<file path="src/rtl/fsm_seq_pkg.sv">
// ============================================================================
// fsm_seq_pkg : shared types, default sizes and helpers for the sequencer
// Revision    : 1.0
// ============================================================================
`default_nettype none

package fsm_seq_pkg;

  localparam int DEF_PAT_W = 16;
  localparam int DEF_LEN_W = 5;
  localparam int DEF_CNT_W = 8;

  typedef enum logic [2:0] {
    ST_IDLE  = 3'd0,
    ST_CLEAR = 3'd1,
    ST_SHIFT = 3'd2,
    ST_DRAIN = 3'd3,
    ST_DONE  = 3'd4
  } state_e;

  function automatic int unsigned clamp_len(input int unsigned len, input int unsigned max_len);
    return (len > max_len) ? max_len : len;
  endfunction

endpackage

`default_nettype wire

</file>
<file path="src/rtl/fsm_seq_hit_ctr.sv">
// ============================================================================
// fsm_seq_hit_ctr : saturating hit counter with first-hit index capture
// Revision        : 1.0
// ============================================================================
`default_nettype none

module fsm_seq_hit_ctr
  import fsm_seq_pkg::*;
#(
  parameter int LEN_W = DEF_LEN_W,
  parameter int CNT_W = DEF_CNT_W
) (
  input  logic             clk_i,
  input  logic             rst_ni,
  input  logic             clr_i,
  input  logic             sample_en_i,
  input  logic             z_i,
  input  logic [LEN_W-1:0] idx_i,
  output logic [CNT_W-1:0] hit_count_o,
  output logic [LEN_W-1:0] first_hit_idx_o,
  output logic             hit_valid_o
);

  logic [CNT_W-1:0] count_q, count_d;
  logic [LEN_W-1:0] first_q, first_d;
  logic             valid_q, valid_d;

  always_comb begin
    count_d = count_q;
    first_d = first_q;
    valid_d = valid_q;
    if (clr_i) begin
      count_d = '0;
      first_d = '0;
      valid_d = 1'b0;
    end else if (sample_en_i && z_i) begin
      if (count_q != {CNT_W{1'b1}}) begin
        count_d = count_q + CNT_W'(1);
      end
      if (!valid_q) begin
        first_d = idx_i;
        valid_d = 1'b1;
      end
    end
  end

  always_ff @(posedge clk_i or negedge rst_ni) begin
    if (!rst_ni) begin
      count_q <= '0;
      first_q <= '0;
      valid_q <= 1'b0;
    end else begin
      count_q <= count_d;
      first_q <= first_d;
      valid_q <= valid_d;
    end
  end

  assign hit_count_o     = count_q;
  assign first_hit_idx_o = first_q;
  assign hit_valid_o     = valid_q;

endmodule

`default_nettype wire

</file>
<file path="src/rtl/fsm_seq_ctrl.sv">
// ============================================================================
// fsm_seq_ctrl : shifts a programmed pattern into a Moore detector and counts
//                its hits. Option macro: FSM_SEQ_STOP_ON_HIT_EN.
// Revision     : 1.0
// ============================================================================
`default_nettype none

module fsm_seq_ctrl
  import fsm_seq_pkg::*;
#(
  parameter int PAT_W = DEF_PAT_W,
  parameter int LEN_W = DEF_LEN_W,
  parameter int CNT_W = DEF_CNT_W
) (
  input  logic             clk_i,
  input  logic             rst_ni,
  input  logic             start_i,
  input  logic [PAT_W-1:0] pattern_i,
  input  logic [LEN_W-1:0] length_i,
  output logic             det_x_o,
  output logic             det_clr_o,
  input  logic             det_z_i,
  output logic             busy_o,
  output logic             done_o,
  output logic [CNT_W-1:0] hit_count_o,
  output logic [LEN_W-1:0] first_hit_idx_o,
  output logic             hit_valid_o
);

  localparam logic [LEN_W-1:0] LEN_ONE = LEN_W'(1);

  state_e           state_q, state_d;
  logic [PAT_W-1:0] pattern_q, pattern_d;
  logic [LEN_W-1:0] len_q, len_d;
  logic [LEN_W-1:0] bit_q, bit_d;

  logic             start_acc;
  logic             sample_en;
  logic             stop_hit;
  logic [LEN_W-1:0] sample_idx;
  logic [LEN_W-1:0] bit_sel;
  logic [PAT_W-1:0] pat_shift;
  logic [LEN_W-1:0] len_clamped;

  assign len_clamped = LEN_W'(clamp_len(32'(length_i), 32'(PAT_W)));
  assign bit_sel     = len_q - bit_q - LEN_ONE;
  assign pat_shift   = pattern_q >> bit_sel;

  // z lags x by one cycle, so the sample taken while sending bit n belongs to bit n-1
  assign sample_en  = ((state_q == ST_SHIFT) && (bit_q != '0)) ||
                      ((state_q == ST_DRAIN) && (len_q != '0));
  assign sample_idx = (state_q == ST_SHIFT) ? (bit_q - LEN_ONE) : (len_q - LEN_ONE);

`ifdef FSM_SEQ_STOP_ON_HIT_EN
  assign stop_hit = sample_en & det_z_i;
`else
  assign stop_hit = 1'b0;
`endif

  always_comb begin
    state_d   = state_q;
    pattern_d = pattern_q;
    len_d     = len_q;
    bit_d     = bit_q;
    start_acc = 1'b0;
    det_x_o   = 1'b0;
    det_clr_o = 1'b0;
    busy_o    = 1'b0;
    done_o    = 1'b0;
    unique case (state_q)
      ST_IDLE: begin
        if (start_i) begin
          start_acc = 1'b1;
          pattern_d = pattern_i;
          len_d     = len_clamped;
          state_d   = ST_CLEAR;
        end
      end
      ST_CLEAR: begin
        busy_o    = 1'b1;
        det_clr_o = 1'b1;
        bit_d     = '0;
        state_d   = (len_q == '0) ? ST_DRAIN : ST_SHIFT;
      end
      ST_SHIFT: begin
        busy_o  = 1'b1;
        det_x_o = pat_shift[0] & ~stop_hit;
        bit_d   = bit_q + LEN_ONE;
        if (stop_hit) begin
          state_d = ST_DONE;
        end else if (bit_q == (len_q - LEN_ONE)) begin
          state_d = ST_DRAIN;
        end
      end
      ST_DRAIN: begin
        busy_o  = 1'b1;
        state_d = ST_DONE;
      end
      ST_DONE: begin
        done_o  = 1'b1;
        state_d = ST_IDLE;
      end
      default: state_d = ST_IDLE;
    endcase
  end

  always_ff @(posedge clk_i or negedge rst_ni) begin
    if (!rst_ni) begin
      state_q   <= ST_IDLE;
      pattern_q <= '0;
      len_q     <= '0;
      bit_q     <= '0;
    end else begin
      state_q   <= state_d;
      pattern_q <= pattern_d;
      len_q     <= len_d;
      bit_q     <= bit_d;
    end
  end

  fsm_seq_hit_ctr #(
    .LEN_W (LEN_W),
    .CNT_W (CNT_W)
  ) u_hit_ctr (
    .clk_i           (clk_i),
    .rst_ni          (rst_ni),
    .clr_i           (start_acc),
    .sample_en_i     (sample_en),
    .z_i             (det_z_i),
    .idx_i           (sample_idx),
    .hit_count_o     (hit_count_o),
    .first_hit_idx_o (first_hit_idx_o),
    .hit_valid_o     (hit_valid_o)
  );

endmodule

`default_nettype wire

</file>
<file path="config.mk">
export PLATFORM = sky130hd
export DESIGN_NAME = fsm_seq_ctrl
export DESIGN_NICKNAME = d
export VERILOG_FILES = /design/src/rtl/fsm_seq_pkg.sv /design/src/rtl/fsm_seq_hit_ctr.sv /design/src/rtl/fsm_seq_ctrl.sv
export SDC_FILE = /design/constraint.sdc
export NUM_CORES = 1
export LEC_CHECK = 0
export CAP_MARGIN = 20
export CELL_PAD_IN_SITES_DETAIL_PLACEMENT = 0
export CELL_PAD_IN_SITES_GLOBAL_PLACEMENT = 1
export CORE_ASPECT_RATIO = 2
export CORE_UTILIZATION = 42
export CTS_CLUSTER_DIAMETER = 100
export DETAILED_ROUTE_END_ITERATION = 8
export DONT_BUFFER_PORTS = 1
export GPL_ROUTABILITY_DRIVEN = 0
export HOLD_SLACK_MARGIN = 0.08
export PLACE_DENSITY = 0.74
export SETUP_SLACK_MARGIN = 0.5
export SYNTH_ARGS = -nofsm -noshare
export SYNTH_HDL_FRONTEND = slang
export SYNTH_SLANG_ARGS = --single-unit
</file>
<file path="constraint.sdc">
create_clock -name clk_i -period 3.7 [get_ports clk_i]
set_input_delay 0.74 -clock clk_i [delete_from_list [all_inputs] [get_ports clk_i]]
set_output_delay 0.74 -clock clk_i [all_outputs]
set_load 0.02 [all_outputs]
</file>
==> results by group <==
Critical path
  – Crit path DAT: 2550 ps
  – CP Data Required Time: 2960 ps
  – Worst path bufs/invs: 2
  – Critical path cell sequence: ha_4 > fa_2 > buf_4 > mux4_2 > mux2i_2 > a211oi_2 > buf_4
  – Worst flop-to-flop path startpoint: state_q[0]
  – CP Max Fanout: 3
  – Crit-path max cell delay: 580 ps
  – Slowest cell on crit path: fa_2
  – FF-to-FF setup slack: 1640 ps
  – Reg2Reg Depth: 3
  – CP Class: flop to output port
  – CP startpoint kind: flop
  – Crit. End Element: output port
  – Most used cell, CP: buf_4
  – CP delay by family, top: adder cells
  – RR Endpoint: u_hit_ctr.hit_valid_o

Timing
  – RSZ-0062 raised after global routing: yes
  – Hold slack: 132.2 ps
  – Max Clk Rate: 303.9 MHz
  – Rel. slew slack: 35.12%
  – Worst Skew: 3.905 ps
  – Setup Viol. Count Final: 0
  – Setup TNS: 0 ps
  – Worst-Margin Slew: 970.3 ps
  – Min cycle time layout: 3290 ps
  – Fin. Hold Viols: 0
  – Slew Limit Fails: 0
  – Final period util: 88.92%

Synthesis
  – Synth Area in Adders: 5.069%
  – Syn Inst Count: 245
  – Sequential share of the synthesized area: 45.41%
  – Count of cell types in the netlist: 41
  – Syn Area/Cell: 9.673 µm²
  – Simple-gate share of the synthesized area: 23.44%
  – Largest family of logic cells by synthesized area: simple AND/OR/NAND/NOR gates
  – Mux cell area share after synthesis: 6.336%
  – Xor/xnor cell area share of the yosys netlist: 5.913%
  – Register bit total from synthesis: 43
  – Yosys warns: 0
  – Mapped cell area: 0.002370 mm²
  – Synth Area in Compound Gates: 9.820%
  – Synth Net Count: 279

Clocking
  – CTS Hold Bufs: 0
  – CTS tree: done
  – Clk_lat worst skew: 290 ps
  – H-tree Lvls: 2
  – CTS Root Cell: clkbuf_8
  – Reg clk slew, reported paths: 80 ps
  – Worst-case clock buffer depth: 2
  – CTS Sinks: 43
  – Num CTS Buffers: 5

Global route
  – First-pass GRT wire length: 8.424 mm
  – Number of global-route vias before repair: 1,856
  – All-Layer GR Usage: 20.13%
  – Initial antenna violation count: 0
  – Largest net degree at the start of global routing: 44
  – GR Overflow Total: 0

Route
  – Final wirelength: 5.084 mm
  – Pre-antenna DRT Iters: 4
  – Via-per-instance ratio: 5.524
  – Detailed-route DRC error count: 0
  – DRT iter0 DRCs: 14
  – Antenna Nets Post-Route: 0
  – Vias post-DR: 1,707
  – Avg WL per Cell: 16.45 µm

Pwr
  – PwrDens: 912.6 mW/mm²
  – Peak VDD IR: 0.4875 mV
  – Leak: 1.208 nW

Die
  – Initial Util: 43.72%
  – Die H: 108.2 µm
  – FP Rows: 38
  – Core box area: 0.005420 mm²
  – Die Wd: 55.12 µm
  – Die ar.: 0.005965 mm²
  – Boundary Pins: 43

Layout
  – Most common cell after layout, fill and taps aside: nand2_1
  – Most frequent cells in the layout: 62 x nand2_1, 43 x dfrtp_1, 13 x nor2_1, 12 x inv_1, 12 x o21ai_0
  – Cell area after layout: 0.002576 mm²
  – Antenna diodes: 0
  – Final Instance Count excl. Fillers: 309
  – Area delta synth->final: 8.712%
  – # fillers: 549
  – Nets: 284
  – Share of cells above drive strength 1: 12.45%

Place
  – Placed inst area: 0.002422 mm²
  – # port buffers: 0
  – Cells after DPL: 298
  – Post-DP HPWL: 3.754 mm

Worst hold path
  – Min-delay worst type: primary input to async pin

Flow run
  – Max cap viols: 0

Outcome
  – Status: completed
==> timing repair <==
item / 4_1_cts / 5_1_grt
pin swaps: 4 / 2
resized for setup: 8 / 1
setup buffers: 4 / 1
hold endpoints to repair: 0 / 0
endpoints found under the setup margin: 1 / 1
==> Yosys cell counts, drive strengths merged <==
cell | number | area [µm²]
o211ai | 3 | 22.52
nor3b | 3 | 43.79
a311oi | 1 | 8.760
a211oi | 3 | 22.52
a32o | 1 | 10.01
a211o | 1 | 8.760
inv | 13 | 48.80
nand3b | 7 | 65.06
o31ai | 3 | 22.52
xnor2 | 10 | 87.58
and2 | 1 | 6.260
mux2i | 6 | 60.06
o21ai | 12 | 60.06
nand4b | 1 | 8.760
and2b | 1 | 7.510
and3 | 1 | 6.260
or3b | 1 | 8.760
or3 | 1 | 6.260
nand4 | 3 | 18.77
mux4 | 4 | 90.09
a21oi | 5 | 25.02
and3b | 1 | 8.760
nor4 | 2 | 18.77
buf | 5 | 31.28
clkbuf | 4 | 15.01
nand2 | 62 | 232.7
ha | 8 | 100.1
nand3 | 12 | 65.06
a31oi | 1 | 21.27
nor2 | 13 | 48.80
fa | 1 | 20.02
dfrtp | 43 | 1076
a22o | 1 | 8.760
a21o | 3 | 22.52
xor2 | 6 | 52.55
nor3 | 2 | 10.01
==> cells by family (layout without fill, tap and decap cells) <==
| kind of cell | Yosys count | count (layout) |
|---|---|---|
| AOI/OAI and AO/OA | 34 | 34 |
| xor gates and xnor gates | 16 | 16 |
| adders and majority gates | 9 | 9 |
| buffers and inverters | 22 | 26 |
| DFF | 43 | 43 |
| muxes | 10 | 10 |
| and+or+nand+nor | 111 | 111 |
==> layout make-up <==
type | instances | area, µm² | share of cell area, %
multi-input cells | 180 | 1244 | 48.28
flip-flops and latches | 43 | 1076 | 41.77
well taps | 60 | 75.07 | 2.914
clock buffers | 5 | 68.82 | 2.671
repair buffers | 7 | 56.30 | 2.186
inverters | 13 | 48.80 | 1.894
clock inverters | 1 | 7.507 | 0.2914
==> worst max-delay path by stage <==
stage                   from  endpoint  slack, ps  depth (start not counted)
floorplan           bit_q[0]   det_x_o        650                          8
global placement    bit_q[0]   det_x_o        400                          8
detailed placement  bit_q[0]   det_x_o        370                          8
CTS                 len_q[0]   det_x_o        360                          7
global route        len_q[0]   det_x_o        300                          7
finish              len_q[0]   det_x_o        410                          7
==> metrics by stage <==
| step | util, % | power (mW) | setup slack [ps] |
|---|---|---|---|
| 4_1_cts | 47.32 | 2.361 | 360.6 |
| 3_3_place_gp | 44.69 | 1.927 | 395.3 |
| 3_5_place_dp | 44.69 | 1.942 | 370.9 |
| 2_1_floorplan | - | 1.711 | 654.7 |
| 6_report | 47.53 | 2.351 | 409.9 |
| 5_1_grt | 47.53 | 2.549 | 304.9 |
==> routing by layer <==
layer  share of wire (%)  GRT usage [%]  wire [µm]  vias up
li1                    -              -          -      842
met1                  37          20.49       1893      803
met2                  55          35.37       2778       47
met3                 3.4          3.516        175       15
met4                 4.7          12.32        238        0
met5                   0              0          0        -
==> report_power, final <==
group	total, mW	switching, mW	internal, mW
clock	0.279	0.154	0.125
combinational	1.25	0.643	0.605
sequential	0.824	0.195	0.629
total	2.35	0.991	1.36
==> flip-flops by register name (all words and copies together) (netlist names) <==
signal	cells
u_hit_ctr.hit_valid_o	1
pattern_q	16
bit_q	5
u_hit_ctr.first_hit_idx_o	5
len_q	5
u_hit_ctr.hit_count_o	8
state_q	3
Note: power is estimated with default switching activity, not from simulation.
